===== src/rtl/uart_pkg.sv =====
// Shared definitions for the UART transmit/receive paths: parity encodings,
// transmitter state encoding and baud-rate helpers.
package uart_pkg;

    localparam int PAR_NONE = 0;
    localparam int PAR_ODD  = 1;
    localparam int PAR_EVEN = 2;

    typedef enum logic [2:0] {
        S_IDLE,
        S_START,
        S_DATA,
        S_PARITY,
        S_STOP
    } tx_state_t;

    // Integer division rounded to nearest, so 50 MHz / 115200 gives 434.
    function automatic int clks_per_bit(input int clk_hz, input int baud);
        return (clk_hz + baud / 2) / baud;
    endfunction

    // Odd parity makes the total count of ones (data + parity) odd.
    function automatic logic parity_bit(input logic [7:0] data, input int mode);
        return (mode == PAR_ODD) ? ~^data : ^data;
    endfunction

endpackage


===== src/rtl/sync_fifo.sv =====
// Single-clock FIFO with occupancy counter; head entry is presented
// combinationally so the consumer can pop and use the data in the same cycle.
module sync_fifo #(
    parameter  int WIDTH = 8,
    parameter  int DEPTH = 4,
    localparam int CW    = $clog2(DEPTH + 1)
) (
    input  logic             clk,
    input  logic             srst,
    input  logic             push,
    input  logic [WIDTH-1:0] wdata,
    input  logic             pop,
    output logic [WIDTH-1:0] rdata,
    output logic             full,
    output logic             empty,
    output logic [CW-1:0]    count
);

    localparam int AW = $clog2(DEPTH);

    logic [WIDTH-1:0] mem [DEPTH];
    logic [AW-1:0]    wr_ptr_reg;
    logic [AW-1:0]    rd_ptr_reg;
    logic [CW-1:0]    count_reg;
    logic             push_acc;
    logic             pop_acc;

    assign full     = (count_reg == CW'(DEPTH));
    assign empty    = (count_reg == '0);
    assign count    = count_reg;
    assign rdata    = mem[rd_ptr_reg];
    // A push is judged on full alone, so a pop on the same edge never frees room early.
    assign push_acc = push && !full;
    assign pop_acc  = pop && !empty;

    always_ff @(posedge clk) begin
        if (push_acc) begin
            mem[wr_ptr_reg] <= wdata;
        end
    end

    always_ff @(posedge clk) begin
        if (srst) begin
            wr_ptr_reg <= '0;
            rd_ptr_reg <= '0;
            count_reg  <= '0;
        end else begin
            if (push_acc) begin
                wr_ptr_reg <= wr_ptr_reg + AW'(1);
            end
            if (pop_acc) begin
                rd_ptr_reg <= rd_ptr_reg + AW'(1);
            end
            case ({push_acc, pop_acc})
                2'b10:   count_reg <= count_reg + CW'(1);
                2'b01:   count_reg <= count_reg - CW'(1);
                default: count_reg <= count_reg;
            endcase
        end
    end

endmodule


===== src/rtl/uart_tx_fifo.sv =====
// RS-232 transmitter: bytes queue in a small FIFO and are framed LSB-first
// with start, optional parity and stop bits at a fixed baud rate.
module uart_tx_fifo
    import uart_pkg::*;
#(
    parameter  int CLK_HZ       = 50000000,
    parameter  int BAUD         = 115200,
    parameter  int CLKS_PER_BIT = clks_per_bit(CLK_HZ, BAUD),
    parameter  int PARITY       = PAR_NONE,
    parameter  int STOP_BITS    = 1,
    parameter  int FIFO_DEPTH   = 4,
    localparam int CNT_W        = $clog2(FIFO_DEPTH + 1)
) (
    input  logic             clk,
    input  logic             reset,
    input  logic [7:0]       tx_data,
    input  logic             tx_valid,
    output logic             tx_ready,
    output logic             tx,
    output logic             busy,
    output logic [CNT_W-1:0] fifo_count
);

    localparam int BAUD_W = $clog2(STOP_BITS * CLKS_PER_BIT + 1);
    localparam logic [BAUD_W-1:0] BIT_LAST  = BAUD_W'(CLKS_PER_BIT - 1);
    localparam logic [BAUD_W-1:0] STOP_LAST = BAUD_W'(STOP_BITS * CLKS_PER_BIT - 1);

    tx_state_t         state_reg;
    logic [BAUD_W-1:0] baud_cnt_reg;
    logic [2:0]        bit_idx_reg;
    logic [7:0]        shift_reg;
    logic              parity_reg;
    logic              tx_reg;

    logic [7:0]        head_data;
    logic              fifo_full;
    logic              fifo_empty;
    logic              fifo_pop;
    logic              bit_done;

    sync_fifo #(
        .WIDTH (8),
        .DEPTH (FIFO_DEPTH)
    ) u_fifo (
        .clk   (clk),
        .srst  (reset),
        .push  (tx_valid),
        .wdata (tx_data),
        .pop   (fifo_pop),
        .rdata (head_data),
        .full  (fifo_full),
        .empty (fifo_empty),
        .count (fifo_count)
    );

    assign tx_ready = !fifo_full;
    assign tx       = tx_reg;
    assign busy     = (state_reg != S_IDLE) || !fifo_empty;
    assign bit_done = (baud_cnt_reg == '0);

    // Popping on the last stop cycle chains frames with no idle gap.
    always_comb begin
        fifo_pop = 1'b0;
        case (state_reg)
            S_IDLE:  fifo_pop = !fifo_empty;
            S_STOP:  fifo_pop = bit_done && !fifo_empty;
            default: fifo_pop = 1'b0;
        endcase
    end

    always_ff @(posedge clk) begin
        if (reset) begin
            state_reg    <= S_IDLE;
            baud_cnt_reg <= '0;
            bit_idx_reg  <= '0;
            shift_reg    <= '0;
            parity_reg   <= 1'b0;
            tx_reg       <= 1'b1;
        end else begin
            case (state_reg)
                S_IDLE: begin
                    tx_reg <= 1'b1;
                end
                S_START: begin
                    if (bit_done) begin
                        tx_reg       <= shift_reg[0];
                        baud_cnt_reg <= BIT_LAST;
                        state_reg    <= S_DATA;
                    end else begin
                        baud_cnt_reg <= baud_cnt_reg - BAUD_W'(1);
                    end
                end
                S_DATA: begin
                    if (!bit_done) begin
                        baud_cnt_reg <= baud_cnt_reg - BAUD_W'(1);
                    end else if (bit_idx_reg != 3'd7) begin
                        bit_idx_reg  <= bit_idx_reg + 3'd1;
                        shift_reg    <= shift_reg >> 1;
                        tx_reg       <= shift_reg[1];
                        baud_cnt_reg <= BIT_LAST;
                    end else if (PARITY != PAR_NONE) begin
                        bit_idx_reg  <= '0;
                        tx_reg       <= parity_reg;
                        baud_cnt_reg <= BIT_LAST;
                        state_reg    <= S_PARITY;
                    end else begin
                        bit_idx_reg  <= '0;
                        tx_reg       <= 1'b1;
                        baud_cnt_reg <= STOP_LAST;
                        state_reg    <= S_STOP;
                    end
                end
                S_PARITY: begin
                    if (bit_done) begin
                        tx_reg       <= 1'b1;
                        baud_cnt_reg <= STOP_LAST;
                        state_reg    <= S_STOP;
                    end else begin
                        baud_cnt_reg <= baud_cnt_reg - BAUD_W'(1);
                    end
                end
                S_STOP: begin
                    if (bit_done) begin
                        state_reg <= S_IDLE;
                    end else begin
                        baud_cnt_reg <= baud_cnt_reg - BAUD_W'(1);
                    end
                end
                default: begin
                    state_reg <= S_IDLE;
                    tx_reg    <= 1'b1;
                end
            endcase

            // Loading a new frame overrides whatever the state above decided.
            if (fifo_pop) begin
                shift_reg    <= head_data;
                parity_reg   <= parity_bit(head_data, PARITY);
                tx_reg       <= 1'b0;
                baud_cnt_reg <= BIT_LAST;
                bit_idx_reg  <= '0;
                state_reg    <= S_START;
            end
        end
    end

endmodule


===== config.mk =====
export PLATFORM = sky130hd
export DESIGN_NAME = uart_tx_fifo
export DESIGN_NICKNAME = d
export VERILOG_FILES = /design/src/rtl/uart_pkg.sv /design/src/rtl/sync_fifo.sv /design/src/rtl/uart_tx_fifo.sv
export SDC_FILE = /design/constraint.sdc
export NUM_CORES = 1
export LEC_CHECK = 0
export BUFFER_PORTS_ARGS = -buffer_cell sky130_fd_sc_hd__buf_2
export CELL_PAD_IN_SITES_DETAIL_PLACEMENT = 0
export CELL_PAD_IN_SITES_GLOBAL_PLACEMENT = 1
export CORE_MARGIN = 3
export CORE_UTILIZATION = 53
export CTS_CLUSTER_DIAMETER = 80
export DETAILED_ROUTE_END_ITERATION = 8
export PLACE_DENSITY_LB_ADDON = 0.1
export RECOVER_POWER = 25
export SLEW_MARGIN = 5
export SYNTH_ARGS = -nofsm -noshare
export SYNTH_HDL_FRONTEND = slang
export SYNTH_SLANG_ARGS = --single-unit
export TNS_END_PERCENT = 5

===== constraint.sdc =====
create_clock -name clk -period 8.4 [get_ports clk]
set_clock_uncertainty 0.15 [all_clocks]
set_input_delay 1.68 -clock clk [delete_from_list [all_inputs] [get_ports clk]]
set_output_delay 1.68 -clock clk [all_outputs]
set_load 0.03 [all_outputs]

## Word-level counts from Yosys, hierarchy flattened

Memory sizes are Yosys's and may differ from the RTL's. A register that Yosys moved wholly into a read port is not among the register bits.
Index checks and enable logic that the tools add are counted.

- Output and inout bits: 6
- Input port bits: 11
- RAM bits: 32
- Register bits: 31
- Logic and storage cells: 93
- Memories kept: 1

Memory list:

| memory | words | width | read ports | clocked after Yosys merged registers in | write ports | RTL line | source |
|---|---|---|---|---|---|---|---|
| u_fifo.mem | 4 | 8 | 1 | 1 | 1 | sync_fifo.sv:21 | `logic [WIDTH-1:0] mem [DEPTH];` |

- Eq/ne operators: 22
- $add $sub $neg: 6
- Reductions and logical operators: 25
- Bitwise logic cells: 1
- Mux-type cells: 28

Operator list:

| cell | number |
|---|---|
| 8-bit 2-to-1 mux | 4 |
| 9-bit 2-to-1 mux | 3 |
| 3-bit 2-to-1 mux | 6 |
| 3-bit by 2-bit != test with 1-bit output, second input constant | 6 |
| 9-bit case mux with 2 select lines | 1 |
| 3-bit case mux with 5 select lines | 1 |
| 2-bit != test, second input constant | 6 |
| 6-bit AND reduction | 2 |
| 2-bit nonzero test | 5 |
| 9-bit logical NOT | 1 |
| 9-bit by 1-bit subtractor with 9-bit output, second input constant | 1 |
| 1-bit 2-to-1 mux | 8 |
| 3-bit by 1-bit adder with 3-bit output, second input constant | 2 |
| 3-bit by 2-bit == test with 1-bit output, second input constant | 2 |
| 3-bit == test, second input constant | 2 |
| 3-bit logical NOT | 2 |
| 3-bit case mux with 2 select lines | 1 |
| 2-bit AND reduction | 3 |
| 3-bit nonzero test | 2 |
| 2-bit by 1-bit adder with 2-bit output, second input constant | 2 |
| 2-bit 2-to-1 mux | 2 |
| 2-bit by 1-bit != test with 1-bit output, second input constant | 2 |
| 1-bit case mux with 4 select lines | 1 |
| 4-bit AND reduction | 1 |
| other kinds (13) | 16 |

## Logic depth before layout (Yosys ltp)

- Word-level depth: 7
- Depth in mapped cells: 11
- Depth with buffers taken out: 10

## Modules after synthesis

A second synthesis with hierarchy kept.

- Cells, all modules: 273
- Area total of the unflattened synthesis: 3,148.0 µm²

Modules (own cells, without submodules):

| module | times used | cells each | sequential area each (µm²) | area an instance (µm²) |
|---|---|---|---|---|
| sync_fifo | 1 | 96 | 1,141.1 | 1,635.3 |
| uart_tx_fifo | 1 | 177 | 480.5 | 1,512.7 |

## Least setup slack after synthesis

No wires, ideal clock.

- Kind: input -> register
- Start: input port tx_valid
- End: register u_fifo.count_reg[2] (netlist: u_fifo.count[2])
- Buffers on the path: 0
- Slack: 4.909 ns
- Data required time: 8.127 ns
- Arrival time: 3.218 ns
- Library setup time: 0.123 ns
- Stages: 6
- Path through: a21boi_1 nor2_1 fa_1 and2_1 mux2i_1 mux2_1

- Word-level cells in the longest chain between the ends: 3
- Elaborated cells on any way between the ends: 5
- Those cells by class: 2 x eq/ne; 1 x mux; 2 x reduce/logical

RTL lines:

| what | RTL line | source |
|---|---|---|
| start: declaration | uart_tx_fifo.sv:17 | `input logic tx_valid,` |
| 1-bit logical AND (*) | sync_fifo.sv:33 | `assign push_acc = push && !full;` |
| 2-bit by 1-bit == test with 1-bit output or 2-bit == test (tied branches) | sync_fifo.sv:54 | `case ({push_acc, pop_acc})` |
| 3-bit case mux with 2 select lines or 2-bit nonzero test (tied branches) | - |  |
| end signal: assignment | sync_fifo.sv:55 | `2'b10: count_reg <= count_reg + CW'(1);` |
| end signal: assignment | sync_fifo.sv:56 | `2'b01: count_reg <= count_reg - CW'(1);` |
| end signal: assignment | sync_fifo.sv:57 | `default: count_reg <= count_reg;` |
| end: declaration | sync_fifo.sv:24 | `logic [CW-1:0] count_reg;` |

Every way passes the cells marked *; elsewhere a longest branch is shown, timed or not.
A chain may end at the register's enable or synchronous reset.

## Worst setup path in the final report

- Start: register u_fifo.count_reg[0] (netlist: u_fifo.count[0])
- End: output port busy

- Word-level cells in the longest chain between the ends: 3

RTL lines:

| what | RTL line | source |
|---|---|---|
| 3-bit logical NOT | sync_fifo.sv:29 | `assign empty = (count_reg == '0);` |
| 1-bit logical NOT | uart_tx_fifo.sv:58 | `assign busy = (state_reg != S_IDLE) \|\| !fifo_empty;` |
| 1-bit logical OR | uart_tx_fifo.sv:58 |  |
| end: declaration | uart_tx_fifo.sv:20 | `output logic busy,` |

Every way passes these cells.

==> summary.md <==
| Metric | Value |
|---|---|
| Post-route clock period utilization | roughly 45% |
| CTS Buf Count | 9 |
| RR Startpoint | u_fifo.count[0] |
| First-pass GRT wire length | roughly 8700 um |
| Synth Area in XOR/XNOR | 2.99% |
| Hold Path Class | flop to flop |
| # setup viols final | 0 |
| Routed vias/inst | between 5 and 6 |
| DRC | 0 |
| Maximum clock path buffer count | 2 |
| Area occupied by multi-input gates | approximately 1200 um2 |
| Gr usage total | 17.9% |
| Initial Util | between 50% and 60% |
| Number of synthesized register bits | 65 |
| Pwr/cell area | roughly 350 nW/um2 |
| Overall power | approximately 1100 uW |
| WHS Path Cells | 2 |
| Post-Synth Adder-Cell Area | 4.09% |
| FF/Latch Area | 1620 um2 |
| Reg2reg path depth | 8 |
| Sink Count | 65 |
| Slew headroom | 52.3% |
| Warnings from Yosys | 0 |
| Sw power | 414 uW |
| CORE AREA | approximately 5200 um2 |
| Setup Buffers After CTS | 0 |
| TritonRoute pass-1 iters | 4 |
| Static leakage | 0.00120 uW |
| Post-synth net total | 264 |
| Status | completed |
| Layout area overhead | 11.0% |
| Max cap viols | 0 |
| Minimum clock period | 3760 ps |
| # rows | 26 |
| Final Max Slew Viols | 0 |
| Worst setup startpoint | u_fifo.count[0] |
| Int Power | 718 uW |
| Simple-gate share of the synthesized area | 15.1% |
| Critical Path RT | 6570 ps |
| Die H | 80.4 um |
| Worst-skew pair later-pin latency | approximately 340 ps |
| CP max FO | 6 |
| Vias in the first global route | 1803 |
| Max Clk Rate | 266 MHz |
| Register area share after synthesis | 55.3% |
| Fillers | about 440 |
| Unrepaired setup endpoints after global routing | false |
| Port bufs | 16 |
| Comb pwr share | 35.2% |
| Sw Ratio | a little over a third |
| DR iter-0 viols | 93 |
| Antenna diodes | 0 |
| Top FF cell, synth | dfxtp_1 |
| Least-Margin Pin Slew | 710 ps |
| Mux cell area share after synthesis | 11.4% |
| Async SR Flop Fraction | 0% |
| Largest family of logic cells by synthesized area | simple AND/OR/NAND/NOR gates |
| RD Place Congestion | 0.728 |
| Vias | 1874 |
| Sequential share of power | between 40% and 50% |
| Final Hold Fails | 0 |
| H-Tree Depth | 3 |
| Setup TNS | 0 ps |
| Startpoint Class | flop |
| Post-DP HPWL | about 3500 um |
| Crit end category | primary output |
| Number of synthesized flops with an enable pin | 32 |
| Largest net degree at the start of global routing | 23 |
| Distinct cells, synth | 49 |
| CTS tree | built |
| Max reg flops | 32 |
| Mapped Area | 2930 um2 |
| IO Pins | 17 |
| Post-DR wirelength/cell | 14.9 um |
| Chip Width | 80.4 um |
| Die area | 6460 um2 |
| Final-stage net count | 283 |
| Fin util | 62.2% |
| Hold buffer count at cts | 0 |
| Share of layout cells above drive strength 1 | 16.4% |
| Grt ovf | 0 |
| Hold path startpoint | shift_reg[7] |
| Complex-gate fraction of the synthesized area | 8.78% |
| Mapped Avg Cell Area | 12.0 um2 |
| Clk slew on worst S/H paths | around 80 ps |
| Synth Instances | 244 |
| Initial antenna violation count | 0 |
| Post-CTS sizing | 0 |
| DRT antenna net count | 0 |
| Worst-case vdd ir drop | 173 uV |
| Final WL | 5020 um |
| Worst Setup Path Type | flop to primary output |
| Clock Tree Root | clkbuf_8 |
| CP Data Arrival Time | 1930 ps |
| Clock Power Share | 23.2% |
[layout by cell type, fill, tap and decap left out, drive strengths merged, types with 7 or more instances in the layout]
| master | netlist | layout |
|---|---|---|
| a21oi | 14 | 14 |
| buf | 4 | 9 |
| clkbuf | 4 | 16 |
| dfxtp | 33 | 33 |
| edfxtp | 32 | 32 |
| ha | 8 | 8 |
| inv | 8 | 10 |
| mux2i | 11 | 11 |
| mux4 | 9 | 9 |
| nand2 | 11 | 11 |
| nor2 | 32 | 32 |
| nor3 | 8 | 8 |
| o21ai | 13 | 13 |
| xor2 | 7 | 7 |
[Yosys cell counts, types with 2 or more instances]
cell type / n / share of area, %
and2_1: 6 / 1.3
clkbuf_1: 4 / 0.51
a21oi_1: 12 / 2.0
or4_4: 2 / 0.77
xnor2_1: 3 / 0.90
nand3b_1: 2 / 0.51
buf_1: 2 / 0.26
edfxtp_1: 32 / 33
or2_2: 2 / 0.43
mux2i_1: 11 / 3.8
mux2_1: 2 / 0.77
a21oi_2: 2 / 0.60
nand2b_1: 3 / 0.64
a311oi_1: 2 / 0.60
nor3_1: 8 / 1.4
or3_1: 2 / 0.43
dfxtp_1: 33 / 23
inv_1: 8 / 1.0
nand3_1: 3 / 0.51
nor2_1: 31 / 4.0
mux4_2: 9 / 6.9
o21a_1: 2 / 0.51
o22ai_1: 3 / 0.64
xor2_1: 7 / 2.1
o21ai_0: 11 / 1.9
nor2b_1: 2 / 0.43
o21ai_1: 2 / 0.34
nand2_1: 10 / 1.3
ha_1: 8 / 3.4
[kinds of logic after synthesis]
kind of cell | Yosys count
adder cells (fa/ha/maj) | 9
AO/OA/AOI/OAI | 42
AND/OR/NAND/NOR | 80
XOR/XNOR | 10
buffers and inverters | 16
multiplexers | 22
flip-flops | 65
[power by group through the flow]
stage | logic [uW] | clock network, uW | registers [uW]
global route | 446 | 282 | 484
detailed placement | 398 | 0 | 479
CTS | 403 | 270 | 472
global placement | 394 | 0 | 477
floorplan | 330 | 0 | 461
finish | 398 | 263 | 471
[worst paths after layout]
kind,endpoint,slack (ps)
worst max-delay path,busy,4640
worst min-delay path,shift_reg[7],320
worst max register to register,u_fifo.count[2],5400
worst min register to register,shift_reg[7],320
[critical path, stage by stage, from the launching register on]
cell and delay, ps:
dfxtp_1 380, nor3_1 610, nand2_1 130, or2_2 290, buf_2 180
[per-layer routing]
metal / GRT usage (%) / up-vias / routed length (um)
met3: 4.48 / 11 / 187
met4: 8.95 / 0 / 98
met1: 24.0 / 882 / 2390
met5: 0 / - / 0
li1: - / 934 / -
met2: 27.0 / 47 / 2350
[per-stage QoR]
stage	area, um2	std cells	hold slack [ps]	setup slack, ps
after global placement	3060	322	307	4690
after floorplan	2930	244	293	4910
after global routing	3260	338	344	4520
final	3260	338	323	4640
after CTS	3260	338	329	4610
after detailed placement	3060	322	313	4610
[area by class of cell]
class | instances | area share, %
well taps | 70 | 2.69
clock inverters | 7 | 2.38
clock buffers | 9 | 3.80
multi-input cells | 163 | 38.2
flip-flops and latches | 65 | 49.8
inverters | 8 | 0.922
repair buffers | 16 | 2.19
Note: power is estimated with default switching activity, not from simulation.
